--- config.mk ---
export PLATFORM = sky130hd
export DESIGN_NAME = serial_addsub
export DESIGN_NICKNAME = d
export VERILOG_FILES = /design/src/rtl/serial_arith_pkg.sv /design/src/rtl/serial_add_slice.sv /design/src/rtl/serial_addsub.sv
export SDC_FILE = /design/constraint.sdc
export NUM_CORES = 1
export LEC_CHECK = 0
export ABC_AREA = 1
export CAP_MARGIN = 20
export CORE_AREA = 10 10 73 75
export CTS_CLUSTER_SIZE = 16
export DETAILED_ROUTE_END_ITERATION = 10
export DIE_AREA = 0 0 83 85
export GPL_TIMING_DRIVEN = 0
export PLACE_DENSITY = 0.66
export REMOVE_ABC_BUFFERS = 1
export SLEW_MARGIN = 20
export SYNTH_ARGS = -nofsm -noshare
export SYNTH_HDL_FRONTEND = slang
export SYNTH_SLANG_ARGS = --single-unit
--- constraint.sdc ---
create_clock -name clk -period 1.7 [get_ports clk]
set_input_delay 0.34 -clock clk [delete_from_list [all_inputs] [get_ports clk]]
set_output_delay 0.34 -clock clk [all_outputs]
set_load 0.1 [all_outputs]
--- src/rtl/serial_arith_pkg.sv ---
// rtl/serial_arith_pkg.sv - shared types and helpers for the bit-serial adder/subtractor
package serial_arith_pkg;

  typedef enum logic [1:0] {
    IDLE = 2'd0,
    ADD  = 2'd1,
    DONE = 2'd2
  } state_e;

  function automatic int steps(input int width, input int bits_per_cyc);
    return width / bits_per_cyc;
  endfunction

endpackage

--- src/rtl/serial_add_slice.sv ---
// rtl/serial_add_slice.sv - combinational N-bit ripple slice with carry into the MSB
module serial_add_slice #(
  parameter int N = 1
) (
  input  logic [N-1:0] a,
  input  logic [N-1:0] b,
  input  logic         cin,
  output logic [N-1:0] s,
  output logic         cout,
  output logic         c_msb
);

  logic [N:0] total;

  assign total = {1'b0, a} + {1'b0, b} + {{N{1'b0}}, cin};
  assign s     = total[N-1:0];
  assign cout  = total[N];
  // Carry into the top bit recovered from its sum bit: s = a ^ b ^ c.
  assign c_msb = a[N-1] ^ b[N-1] ^ s[N-1];

endmodule

--- src/rtl/serial_addsub.sv ---
// rtl/serial_addsub.sv - bit-serial adder/subtractor, LSB first, valid/ready in and out
module serial_addsub
  import serial_arith_pkg::*;
#(
  parameter int WIDTH        = 8,
  parameter int BITS_PER_CYC = 1
) (
  input  logic             clk,
  input  logic             rst,
  input  logic             in_valid,
  output logic             in_ready,
  input  logic [WIDTH-1:0] a,
  input  logic [WIDTH-1:0] b,
  input  logic             sub,
  output logic             out_valid,
  input  logic             out_ready,
  output logic [WIDTH-1:0] sum,
  output logic             cout,
  output logic             ovf
);

  localparam int STEPS = steps(WIDTH, BITS_PER_CYC);
  localparam int CW    = (STEPS > 1) ? $clog2(STEPS) : 1;
  localparam logic [CW-1:0] LAST = CW'(STEPS - 1);

  if (WIDTH < 2 || BITS_PER_CYC < 1 || (WIDTH % BITS_PER_CYC) != 0) begin : g_param_check
    $error("serial_addsub: WIDTH must be >= 2 and divisible by BITS_PER_CYC");
  end

  state_e            state_q;
  logic [WIDTH-1:0]  a_q, b_q, sum_q;
  logic [CW-1:0]     count_q;
  logic              carry_q, cout_q, ovf_q, in_ready_q, out_valid_q;

  logic [BITS_PER_CYC-1:0] slice_s;
  logic                    slice_cout, slice_cmsb;
  logic [WIDTH-1:0]        sum_d;

  serial_add_slice #(.N(BITS_PER_CYC)) u_slice (
    .a     (a_q[BITS_PER_CYC-1:0]),
    .b     (b_q[BITS_PER_CYC-1:0]),
    .cin   (carry_q),
    .s     (slice_s),
    .cout  (slice_cout),
    .c_msb (slice_cmsb)
  );

  // Each slice result enters at the MSB end so the LSB slice lands at bit 0 after STEPS shifts.
  assign sum_d = (sum_q >> BITS_PER_CYC) | (WIDTH'(slice_s) << (WIDTH - BITS_PER_CYC));

  always_ff @(posedge clk or posedge rst) begin
    if (rst) begin
      state_q     <= IDLE;
      a_q         <= '0;
      b_q         <= '0;
      sum_q       <= '0;
      count_q     <= '0;
      carry_q     <= 1'b0;
      cout_q      <= 1'b0;
      ovf_q       <= 1'b0;
      in_ready_q  <= 1'b1;
      out_valid_q <= 1'b0;
    end else begin
      case (state_q)
        IDLE: begin
          if (in_valid) begin
            a_q        <= a;
            b_q        <= sub ? ~b : b;
            carry_q    <= sub;
            count_q    <= '0;
            in_ready_q <= 1'b0;
            state_q    <= ADD;
          end
        end
        ADD: begin
          a_q     <= a_q >> BITS_PER_CYC;
          b_q     <= b_q >> BITS_PER_CYC;
          sum_q   <= sum_d;
          carry_q <= slice_cout;
          count_q <= count_q + CW'(1);
          if (count_q == LAST) begin
            cout_q      <= slice_cout;
            ovf_q       <= slice_cout ^ slice_cmsb;
            out_valid_q <= 1'b1;
            state_q     <= DONE;
          end
        end
        DONE: begin
          if (out_ready) begin
            out_valid_q <= 1'b0;
            in_ready_q  <= 1'b1;
            state_q     <= IDLE;
          end
        end
        default: begin
          in_ready_q  <= 1'b1;
          out_valid_q <= 1'b0;
          state_q     <= IDLE;
        end
      endcase
    end
  end

  assign in_ready  = in_ready_q;
  assign out_valid = out_valid_q;
  assign sum       = sum_q;
  assign cout      = cout_q;
  assign ovf       = ovf_q;

endmodule

==> results of run 1 <==
-- cells by family (layout without fill, tap and decap cells) --
group	Yosys count	after routing	synth area share
AO/OA/AOI/OAI	10	10	0.0375
XOR/XNOR	8	8	0.0437
adder cells (fa/ha/maj)	3	3	0.0281
buffers and inverters	20	54	0.0664
flip-flops	34	34	0.532
AND/OR/NAND/NOR	115	115	0.293
-- stage by stage --
stage	TNS (ns)	std cells
floorplan	0	184
global placement	-7.42	266
detailed placement	-1.68	266
CTS	0	274
global route	0	274
finish	0	274
-- per-layer routing --
layer	vias up	track usage	wire length, um
li1	650	-	-
met1	575	0.108	1430
met2	23	0.182	1620
met3	4	0.0296	133
met4	0	0.0464	25
met5	-	0	0
-- final cells by class --
type                    instances  area, um^2  share of cell area
flip-flops and latches         34         852               0.419
multi-input cells             136         644               0.317
repair buffers                 32         329               0.162
clock buffers                   7        86.3              0.0424
well taps                      50        62.6              0.0308
inverters                      14        55.1              0.0271
clock inverters                 1        5.00             0.00246
-- registers in the layout (all words and copies together) (netlist names) --
| register | flops |
|---|---|
| ovf | 1 |
| count_q | 3 |
| sum | 8 |
| a_q | 8 |
| in_ready | 1 |
| out_valid | 1 |
| state_q | 2 |
| carry_q | 1 |
| b_q | 8 |
| cout | 1 |
-- timing repair --
item,CTS,global route
endpoints found under the setup margin,12,1
gates resized for setup,37,1
pin swaps,0,0
-- worst reg2reg max path: cells and delay by family, from the launching register on --
| kind | cells | cell delay [ns] |
|---|---|---|
| adder cells (fa/ha/maj) | 1 | 0.58 |
| flip-flops | 1 | 0.40 |
| AND/OR/NAND/NOR | 6 | 0.32 |
| buffers and inverters | 1 | 0.09 |
-- power groups by stage --
| stage | clock, uW | sequential [uW] | combinational (uW) |
|---|---|---|---|
| CTS | 619 | 1350 | 2190 |
| global placement | 0 | 1360 | 2190 |
| floorplan | 0 | 2210 | 826 |
| global route | 658 | 1410 | 2400 |
| finish | 602 | 1350 | 2160 |
| detailed placement | 0 | 1360 | 2220 |
-- cell usage in the layout, fill, tap and decap left out --
master / Yosys / routed
clkdlybuf4s15_2: 0 / 11
nand2_4: 1 / 1
ha_1: 2 / 2
nand2_2: 3 / 3
inv_2: 2 / 3
clkdlybuf4s50_1: 0 / 20
a21boi_1: 1 / 1
buf_2: 2 / 1
clkinv_2: 0 / 1
inv_1: 11 / 10
clkbuf_8: 0 / 6
dfstp_2: 1 / 1
nand2_1: 91 / 91
nor2_1: 7 / 7
xor2_1: 7 / 7
dfrtp_1: 33 / 33
fa_1: 1 / 1
o21ai_1: 1 / 1
xnor2_1: 1 / 1
o211ai_1: 3 / 3
a21oi_1: 1 / 1
o21ai_0: 4 / 4
clkbuf_1: 0 / 1
nand3_1: 12 / 12
nor2_4: 1 / 1
inv_4: 1 / 1
-- path summary, 6_finish.rpt --
path / from / endpoint / slack, ns / cells after the start
hold / removal: in_ready$_DFFE_PP1P_ / in_ready$_DFFE_PP1P_ / 0.47 / 2
min in group asynchronous: rst / out_valid$_DFFE_PP0P_ / 0.49 / 2
hold reg to reg: in_ready$_DFFE_PP1P_ / in_ready$_DFFE_PP1P_ / 0.47 / 2
setup / recovery: in_ready$_DFFE_PP1P_ / in_ready / 0.13 / 1
setup reg to reg: carry_q$_DFFE_PP0P_ / ovf$_DFFE_PP0P_ / 0.21 / 8
max in group asynchronous: rst / sum[5]$_DFFE_PP0P_ / 0.77 / 2
==> flow_metrics.py, run 1 <==
metrics = {
    "run_status": {
        "status": "completed",
    },
    "timing": {
        "finalMaxSlewViolations": 0,
        "tightest_slew_ns": 0.689,
        "min_period_over_period": 0.921,
        "hold_violations": 0,
        "fin_ws_ns": 0.133,
        "min_period_ns": 1.57,
        "whs_ns": 0.466,
        "slew_headroom": 0.540,
        "rsz0062_at_grt": "false",
        "setup_viol": 0,
        "clock_skew_ns": 0.00444,
        "max_freq_mhz": 638,
    },
    "logic_synthesis": {
        "synthTopCellsByArea": "dfrtp_1, nand2_1, xor2_1",
        "ys_seq_area_frac": 0.532,
        "synth_edf_count": 0,
        "yosysWarningCount": 0,
        "synthMostInstantiatedCell": "nand2_1",
        "syn_area_per_cell_um2": 8.44,
        "yosysTopAreaCell": "dfrtp_1",
        "synth_cell_types": 23,
        "postSynthCellCount": 190,
        "synth.cell_area_um2": 1600,
        "ys_ff_latch": 34,
        "ys.flop_type": "dfrtp_1",
        "synth_top_area_frac": 0.515,
        "ys_top_cells_by_count": "nand2_1, dfrtp_1, nand3_1, inv_1",
        "synth-async-reset-ratio": 1.00,
    },
    "clocking": {
        "clk_pin_slew_ns": 0.06,
        "root_buffer": "clkbuf_8",
        "cts_buffer_depth": 2,
        "post-cts-setup-buffer-count": 0,
        "cts.sinks": 34,
        "clock_latency_ns": 0.28,
        "postCtsHoldBufs": 0,
        "cts_tree": "built",
        "htree_levels": 2,
        "numCtsBuffers": 5,
    },
    "cells_and_area": {
        "n_antenna_cell": 0,
        "fillers": 406,
        "syn_to_final_growth_pct": 26.9,
        "drive_gt1_frac": 0.129,
        "nets": 247,
        "stdcell_area_um2": 2030,
        "post-route-util": 0.520,
    },
    "floorplan": {
        "die_area_um2": 7060,
        "die_h_um": 85,
        "io_pins": 33,
        "rows": 23,
        "die_w_um": 83,
        "initial_core_util": 0.410,
        "core_um2": 3910,
    },
    "drt": {
        "drtIter0Drc": 84,
        "ant_nets": 0,
        "drcViolationCount": 0,
        "via_count": 1252,
        "firstDrtPassIters": 4,
        "routed_via_density": 4.57,
        "wl_um": 3200,
        "wl_per_cell_um": 11.7,
    },
    "global_route": {
        "grt.overflow.total": 0,
        "grt_pass1_vias": 1356,
        "grt_pass1_wl_um": 6030,
        "grtUsageTotal": 0.102,
        "grt_max_degree": 35,
        "grt_antenna_before_repair": 0,
    },
    "pwr": {
        "switchingPower_uw": 2090,
        "power_frac_comb": 0.525,
        "power_leakage_uw": 0.00102,
        "intPower_uw": 2030,
        "p_seq_frac": 0.328,
        "total_power_uw": 4110,
        "p_clk_frac": 0.146,
        "peakVddDrop_uv": 877,
        "swShare": 0.508,
        "power_density_nw_per_um2": 2020,
    },
    "setup_path": {
        "worstPathMaxFanout": 2,
        "path_cells": "buf_2",
        "cp-start-kind": "flop",
        "critical_path_class": "flop to output port",
        "worst_path_largest_cell_delay_ns": 0.53,
        "crit_path_end_kind": "output port",
        "cp.arrival_ns": 1.23,
        "crit_required_ns": 1.36,
        "critPathTopFamily": "flip-flops",
        "crit_slowest_cell": "dfstp_2",
        "cp.buffers_inverters": 1,
    },
    "placement": {
        "dp_slack_ns": -0.293,
        "io_buffers": 32,
        "dpl-instance-area_um2": 1930,
        "hpwlAfterDp_um": 2290,
        "gp_congestion": 0.740,
    },
    "hold_path": {
        "hold_path_class": "flop to flop",
    },
    "flow_run": {
        "cap_violations": 0,
    },
}
No activity file was read; power rests on OpenSTA's default activity.
==> run 2, diff against run 1 <==
Settings changed: CTS_BUF_LIST set to sky130_fd_sc_hd__clkbuf_4.
==> flow_metrics.py, run 2 (same netlist as run 1, synthesis figures left out) <==
metrics = {
    "run_status": {
        "status": "completed",
    },
    "drt": {
        "wl_um": 3200,
        "drcViolationCount": 0,
        "wl_per_cell_um": 11.7,
        "routed_via_density": 4.56,
        "ant_nets": 0,
        "drtIter0Drc": 89,
        "firstDrtPassIters": 4,
        "via_count": 1250,
    },
    "global_route": {
        "grt_pass1_wl_um": 6070,
        "grt_pass1_vias": 1361,
        "grt.overflow.total": 0,
        "grt_max_degree": 35,
        "grtUsageTotal": 0.102,
        "grt_antenna_before_repair": 0,
    },
    "floorplan": {
        "core_um2": 3910,
        "io_pins": 33,
        "rows": 23,
        "die_h_um": 85,
        "initial_core_util": 0.410,
        "die_w_um": 83,
        "die_area_um2": 7060,
    },
    "cells_and_area": {
        "drive_gt1_frac": 0.129,
        "stdcell_area_um2": 2000,
        "fillers": 404,
        "layout_commonest_cell": "nand2_1",
        "n_antenna_cell": 0,
        "final_cell_mix": "nand2_1, dfrtp_1, clkdlybuf4s50_1",
        "post-route-util": 0.510,
        "nets": 247,
        "syn_to_final_growth_pct": 24.6,
    },
    "setup_path": {
        "cp-start-kind": "flop",
        "worstPathMaxFanout": 2,
        "cp.arrival_ns": 1.28,
        "worst_path_largest_cell_delay_ns": 0.54,
        "cp.buffers_inverters": 1,
        "path_cells": "buf_2",
        "critPathTopFamily": "flip-flops",
        "crit_required_ns": 1.36,
        "crit_slowest_cell": "dfstp_2",
        "critical_path_class": "flop to output port",
        "crit_path_end_kind": "output port",
    },
    "timing": {
        "tightest_slew_ns": 0.690,
        "hold_violations": 0,
        "clock_skew_ns": 0.00981,
        "min_period_over_period": 0.955,
        "rsz0062_at_grt": "false",
        "setup_viol": 0,
        "slew_headroom": 0.539,
        "min_period_ns": 1.62,
        "max_freq_mhz": 616,
        "finalMaxSlewViolations": 0,
    },
    "clocking": {
        "cts.sinks": 34,
        "postCtsHoldBufs": 0,
        "post-cts-setup-buffer-count": 0,
        "clock_latency_ns": 0.33,
        "numCtsBuffers": 5,
        "cts_resized": 38,
        "htree_levels": 2,
        "cts_tree": "built",
        "root_buffer": "clkbuf_4",
        "cts_buffer_depth": 2,
        "clk_pin_slew_ns": 0.10,
    },
    "pwr": {
        "power_leakage_uw": 0.00100,
        "peakVddDrop_uv": 950,
        "power_density_nw_per_um2": 1970,
    },
    "placement": {
        "dpl-instance-area_um2": 1930,
        "gp_congestion": 0.740,
        "hpwlAfterDp_um": 2290,
        "io_buffers": 32,
    },
    "hold_path": {
        "hold_path_class": "primary input to asynchronous set/reset pin",
    },
    "flow_run": {
        "cap_violations": 0,
    },
}
==> run 2: changes by cell type in the layout (fill, tap and decap cells not counted), sizes merged <==
cell / change
clkbuf: -1
clkinv: +1
==> run 2: final timing paths <==
check | startpoint | end | slack, ns | depth (start not counted)
worst min register to register | in_ready$_DFFE_PP1P_ | in_ready$_DFFE_PP1P_ | 0.47 | 2
worst min-delay path | rst | count_q[0]$_DFFE_PP0P_ | 0.43 | 2
max in group asynchronous | rst | sum[5]$_DFFE_PP0P_ | 0.83 | 2
min in group clk | in_ready$_DFFE_PP1P_ | in_ready$_DFFE_PP1P_ | 0.47 | 2
worst max register to register | b_q[0]$_DFFE_PP0P_ | ovf$_DFFE_PP0P_ | 0.20 | 8
worst max-delay path | in_ready$_DFFE_PP1P_ | in_ready | 0.08 | 1
==> run 2: power by group <==
group	internal [uW]	switching [uW]
Combinational	552	1610
Sequential	1140	204
Clock	171	256
==> run 2: cell type report <==
| class | instances | area, um^2 | area share |
|---|---|---|---|
| multi-input cells | 136 | 644 | 0.323 |
| well taps | 50 | 62.6 | 0.0313 |
| inverters | 14 | 55.1 | 0.0276 |
| clock inverters | 2 | 8.76 | 0.00439 |
| clock buffers | 6 | 45.0 | 0.0226 |
| flip-flops and latches | 34 | 852 | 0.427 |
| repair buffers | 32 | 329 | 0.165 |
==> run 2: metal layers <==
layer | part of all wire | global-route usage | vias to the layer above
met1 | 0.45 | 0.111 | 573
met5 | 0 | 0 | -
met4 | 0.013 | 0.0464 | 0
li1 | - | - | 651
met2 | 0.50 | 0.180 | 20
met3 | 0.036 | 0.0268 | 6
==> run 2: through the flow <==
step | hold slack (ns) | cells | power (uW) | TNS (ns) | setup WS [ns]
after floorplan | 0.442 | 184 | 3030 | 0 | 0.326
after global placement | 0.454 | 266 | 3560 | -7.42 | -0.289
after detailed placement | 0.460 | 266 | 3580 | -1.68 | -0.293
after CTS | 0.442 | 274 | 3980 | 0 | 0.0594
after global routing | 0.467 | 274 | 4290 | 0 | 0.0195
final | 0.429 | 274 | 3940 | 0 | 0.0773
